===== config.mk =====
export PLATFORM = sky130hd
export DESIGN_NAME = tone_decay_env_flat
export DESIGN_NICKNAME = d
export VERILOG_FILES = /design/src/rtl/tone_decay_env_if.sv /design/src/rtl/tone_decay_env.sv /design/src/flat_wrapper.sv
export SDC_FILE = /design/constraint.sdc
export NUM_CORES = 1
export LEC_CHECK = 0
export ABC_AREA = 1
export CAP_MARGIN = 20
export CORE_ASPECT_RATIO = 1.1
export CORE_MARGIN = 4
export CORE_UTILIZATION = 40
export DETAILED_ROUTE_END_ITERATION = 6
export PLACE_DENSITY = 0.68
export SLEW_MARGIN = 30
export SYNTH_ARGS = -nofsm -noshare
export SYNTH_HDL_FRONTEND = slang
export SYNTH_SLANG_ARGS = --single-unit

===== constraint.sdc =====
create_clock -name CLK -period 3.55 [get_ports CLK]
set_input_delay 0.71 -clock CLK [delete_from_list [all_inputs] [get_ports CLK]]
set_output_delay 0.71 -clock CLK [all_outputs]
set_load 0.02 [all_outputs]

===== src/rtl/tone_decay_env_if.sv =====
// Signal bundle between the tone envelope stage and its driver/consumer.
interface tone_decay_env_if #(
  parameter int AMP_WIDTH = 8
);
  logic                 TONE_IN;
  logic                 TRIG;
  logic                 ENABLE;
  logic [AMP_WIDTH-1:0] AUDIO_OUT;
  logic                 ACTIVE;

  modport master (
    output TONE_IN, TRIG, ENABLE,
    input  AUDIO_OUT, ACTIVE
  );

  modport slave (
    input  TONE_IN, TRIG, ENABLE,
    output AUDIO_OUT, ACTIVE
  );
endinterface


===== src/rtl/tone_decay_env.sv =====
// Trigger-loaded, linearly decaying envelope gated by the 555 astable tone.
//
//   state   | meaning
//   --------+-------------------------------------------------------------
//   S_IDLE  | envelope at 0, waiting for a TRIG rising edge
//   S_DECAY | envelope loaded, stepping down once per prescaler wrap
module tone_decay_env #(
  parameter int AMP_WIDTH         = 8,
  parameter int ATTACK_LEVEL      = 255,
  parameter int DECAY_STEP        = 1,
  parameter int DECAY_STEP_COUNTS = 1000
) (
  input  logic              CLK,
  input  logic              RESET_N,
  tone_decay_env_if.slave   bus
);

  localparam int PW = (DECAY_STEP_COUNTS > 1) ? $clog2(DECAY_STEP_COUNTS) : 1;
  localparam logic [PW-1:0]        PRE_LAST = PW'(DECAY_STEP_COUNTS - 1);
  localparam logic [AMP_WIDTH-1:0] ATTACK   = AMP_WIDTH'(ATTACK_LEVEL);
  localparam logic [AMP_WIDTH-1:0] STEP     = AMP_WIDTH'(DECAY_STEP);

  typedef enum logic [1:0] {
    S_IDLE  = 2'd0,
    S_DECAY = 2'd1
  } state_t;

  state_t               state_q, state_d;
  logic [AMP_WIDTH-1:0] env_q, env_d;
  logic [PW-1:0]        pre_q, pre_d;
  logic                 trig_q;
  logic                 tone_q;
  logic [AMP_WIDTH-1:0] audio_q;
  logic                 active_q;
  logic                 trig_edge;

  // A held-high TRIG while disabled leaves trig_q high, so re-enabling does not fire.
  assign trig_edge = bus.TRIG & ~trig_q & bus.ENABLE;

  // Next-state: disable clears, retrigger beats a coincident decay tick.
  always_comb begin
    state_d = state_q;
    env_d   = env_q;
    pre_d   = pre_q;
    if (!bus.ENABLE) begin
      state_d = S_IDLE;
      env_d   = '0;
      pre_d   = '0;
    end else begin
      case (state_q)
        S_IDLE: begin
          if (trig_edge) begin
            state_d = S_DECAY;
            env_d   = ATTACK;
            pre_d   = '0;
          end
        end
        S_DECAY: begin
          if (trig_edge) begin
            env_d = ATTACK;
            pre_d = '0;
          end else if (pre_q == PRE_LAST) begin
            pre_d = '0;
            if (env_q > STEP) begin
              env_d = env_q - STEP;
            end else begin
              env_d   = '0;
              state_d = S_IDLE;
            end
          end else begin
            pre_d = pre_q + PW'(1);
          end
        end
        default: begin
          state_d = S_IDLE;
          env_d   = '0;
          pre_d   = '0;
        end
      endcase
    end
  end

  // State, envelope and output registers with synchronous active-low reset.
  always_ff @(posedge CLK) begin
    if (!RESET_N) begin
      state_q  <= S_IDLE;
      env_q    <= '0;
      pre_q    <= '0;
      trig_q   <= 1'b0;
      tone_q   <= 1'b0;
      audio_q  <= '0;
      active_q <= 1'b0;
    end else begin
      state_q  <= state_d;
      env_q    <= env_d;
      pre_q    <= pre_d;
      trig_q   <= bus.TRIG;
      tone_q   <= bus.TONE_IN;
      audio_q  <= tone_q ? env_q : '0;
      active_q <= (state_d == S_DECAY);
    end
  end

  assign bus.AUDIO_OUT = audio_q;
  assign bus.ACTIVE    = active_q;

endmodule

===== src/flat_wrapper.sv =====
// flat-port wrapper written by rule: the top's interface ports become plain ports
module tone_decay_env_flat 
#(
  parameter int AMP_WIDTH         = 8,
  parameter int ATTACK_LEVEL      = 255,
  parameter int DECAY_STEP        = 1,
  parameter int DECAY_STEP_COUNTS = 1000
)
  (CLK, RESET_N, bus_TONE_IN, bus_TRIG, bus_ENABLE, bus_AUDIO_OUT, bus_ACTIVE);
  tone_decay_env_if #(.AMP_WIDTH(AMP_WIDTH)) bus_i ();
  input  logic CLK;
  input  logic RESET_N;
  input wire logic [$bits(bus_i.TONE_IN)-1:0] bus_TONE_IN;
  input wire logic [$bits(bus_i.TRIG)-1:0] bus_TRIG;
  input wire logic [$bits(bus_i.ENABLE)-1:0] bus_ENABLE;
  output wire logic [$bits(bus_i.AUDIO_OUT)-1:0] bus_AUDIO_OUT;
  output wire logic [$bits(bus_i.ACTIVE)-1:0] bus_ACTIVE;
  assign bus_i.TONE_IN = bus_TONE_IN;
  assign bus_i.TRIG = bus_TRIG;
  assign bus_i.ENABLE = bus_ENABLE;
  assign bus_AUDIO_OUT = bus_i.AUDIO_OUT;
  assign bus_ACTIVE = bus_i.ACTIVE;
  tone_decay_env #(.AMP_WIDTH(AMP_WIDTH), .ATTACK_LEVEL(ATTACK_LEVEL), .DECAY_STEP(DECAY_STEP), .DECAY_STEP_COUNTS(DECAY_STEP_COUNTS)) u_core (.CLK(CLK), .RESET_N(RESET_N), .bus(bus_i));
endmodule

==> reports/metrics.csv <==
stage,metric,value,unit
clock_network,numClockSinks,31,
sta,final.period_utilization,55.1,%
critical_path,critPathMaxStageDelay,600,ps
pwr,power_density,376,nW/um2
sta,drv_slew,0,
critical_path,crit_start,u_core.bus.ACTIVE,
synthesis,yosysMostFrequentCell,nand2_1,
synthesis,yosys.area.top_type,dfxtp_1,
route,wl_per_cell,9.72,um
synthesis,avgSynthCellArea,6.97,um2
synthesis,synth_flop_cell,dfxtp_1,
worst_hold_path,min_path_type,register to register,
clock_network,numCtsBuffers,5,
route,routed_wirelength,2670,um
clock_network,cts_setup_buffers,0,
clock_network,htreeDepth,2,
route,viasPerCell,4.63,
outcome,status,"finished, final reports clean",
pwr,p_leak,0.694,nW
grt,antenna_found_initial,0,
synthesis,syn_area,1450,um2
place,place_ws,1420,ps
critical_path,cp_slowest_cell,clkdlybuf4s50_1,
pwr,vdd_drop_max,224,uV
sta,fin_skew,6.23,ps
synthesis,async_flop_share,0,%
clock_network,cts_resized,0,
floorplan,die_y,71.2,um
pwr,power,629,uW
place,dp.cells,267,
floorplan,io_pins,14,
clock_network,clock_latency,330,ps
layout,final_util,49.0,%
synthesis,seq_area_frac_synth,42.8,%
route,drt_iter0_drc,69,
synthesis,postSynthCellCount,208,
route,num_vias,1274,
synthesis,synth_commonest_cells,"nand2_1 (53), nor2_1 (37), dfxtp_1 (31)",
layout,antenna_cells,0,
synthesis,synth_nets,216,
clock_network,cts_hold_buf,0,
route,drtAntennaViolNets,0,
grt,grt_max_degree,14,
floorplan,core,3410,um2
critical_path,cp_top_family,buffers and inverters,
synthesis,yosysWarningCount,0,
critical_path,endpoint_kind,output port,
worst_hold_path,whs_path_depth,2,
place,numPortBuffers,13,
grt,grt_use_total,13.2,%
synthesis,ys_ff_latch,31,
synthesis,synth.distinct_cells,21,
clock_network,root_buffer,clkbuf_4,
critical_path,cp_max_fo,1,
critical_path,cp-start-kind,register,
sta,rsz0062_at_grt,false,
clock_network,cts_buffer_depth,2,
sta,tns,0,ps
sta,fmax,0.511,GHz
grt,grt_pass1_wl,4750,um
critical_path,crit_buf_inv,1,
layout,finalNonFillerCells,275,
sta,finalHoldViolCount,0,
synthesis,synth_top_area_share,42.8,%
critical_path,cp_cell_sequence,clkdlybuf4s50_1,
flow_run,cap_violations,0,
layout,area_growth,15.4,%
place,dp_hpwl,1970,um
floorplan,dieWidth,65.4,um
floorplan,num_rows,22,
sta,fin_ws,1590,ps
route,dr.pass1.iters,4,
grt,overflow,0,
route,drc,0,
layout,fill_cells,362,
critical_path,r2r_cells,7,
layout,layout-drive-gt1-share,7.49,%
critical_path,critical_path_depth,1,
grt,grt_pass1_vias,1158,
layout,fin_nets,234,
worst_hold_path,hold_path_startpoint,u_core.env_q[7],
critical_path,regToRegStartpoint,u_core.env_q[0],
critical_path,cp.arrival,1250,ps
floorplan,start_util,42.5,%
synthesis,synth_edf_count,0,
clock_network,clk_pin_slew,100,ps
floorplan,dieArea,4650,um2
sta,setup_violations,0,
critical_path,required,2840,ps
critical_path,path_class,register to output port,
clock_network,cts_tree,done,
place,place.gp.congestion,0.872,
synthesis,synth_area_leaders,"dfxtp_1 (43%), nand2_1 (14%), nor2_1 (9.6%), nand3_1 (7.2%), inv_1 (6.0%)",
sta,period_needed,1960,ps
==> power by group <==
group	leakage (nW)	switching, mW	internal [mW]	total, mW
clock	0.0293	0.117	0.0770	0.194
sequential	0.252	0.00623	0.355	0.361
combinational	0.413	0.0476	0.0260	0.0736
total	0.694	0.171	0.458	0.629
==> flip-flops by register name, summed over array words and instances (netlist names) <==
register              flops
u_core.trig_q             1
u_core.pre_q             10
u_core.tone_q             1
u_core.bus.AUDIO_OUT      8
u_core.state_q            2
u_core.env_q              8
u_core.bus.ACTIVE         1
==> final cells by class <==
cell class	count	area (um2)	share of cell area (%)
sequential	31	621	37.1
clock inverter	1	5.00	0.299
multi-input combinational	150	719	43.0
inverter	25	93.8	5.61
tap	48	60.1	3.59
timing repair buffer	13	130	7.77
clock buffer	7	45.0	2.69
==> placed cells by master (no fill, tap or decap), types with 5 or more instances in the layout <==
| master | Yosys | final |
|---|---|---|
| o21ai_0 | 8 | 8 |
| nor2_1 | 37 | 37 |
| a21oi_1 | 7 | 7 |
| clkdlybuf4s50_1 | 0 | 13 |
| dfxtp_1 | 31 | 31 |
| nand3_1 | 21 | 21 |
| nand2_1 | 53 | 53 |
| nor3_1 | 6 | 6 |
| clkbuf_4 | 0 | 5 |
| inv_1 | 23 | 23 |
==> through the flow <==
step                      cell area (um2)  hold slack [ps]
after floorplan                      1450              450
after global placement               1620              477
after detailed placement             1620              477
after CTS                            1670              493
after global routing                 1670              528
final                                1670              491
==> worst paths after layout <==
check                            end  slack [ps]
min reg2reg  u_core.bus.AUDIO_OUT[7]         490
min          u_core.bus.AUDIO_OUT[7]         490
max                       bus_ACTIVE        1590
max reg2reg        u_core.bus.ACTIVE        1990
==> cells by family (layout without fill, tap and decap cells) <==
family	after synthesis	after routing	synth area share [%]
AND/OR/NAND/NOR	129	129	40.5
flip-flops	31	31	42.8
buffers and inverters	27	46	7.59
AO/OA/AOI/OAI	16	16	5.69
adder cells (fa/ha/maj)	3	3	2.59
other	1	1	0.259
XOR/XNOR	1	1	0.604
==> layer usage <==
layer  global-route usage [%]  share of wire [%]  vias to the layer above
met5                        0                  0                        -
met4                     7.83                3.0                        0
li1                         -                  -                      690
met3                     5.24                4.3                        8
met1                     15.6                 47                      554
met2                     20.0                 45                       22
Power figures use the tool's default switching activity.
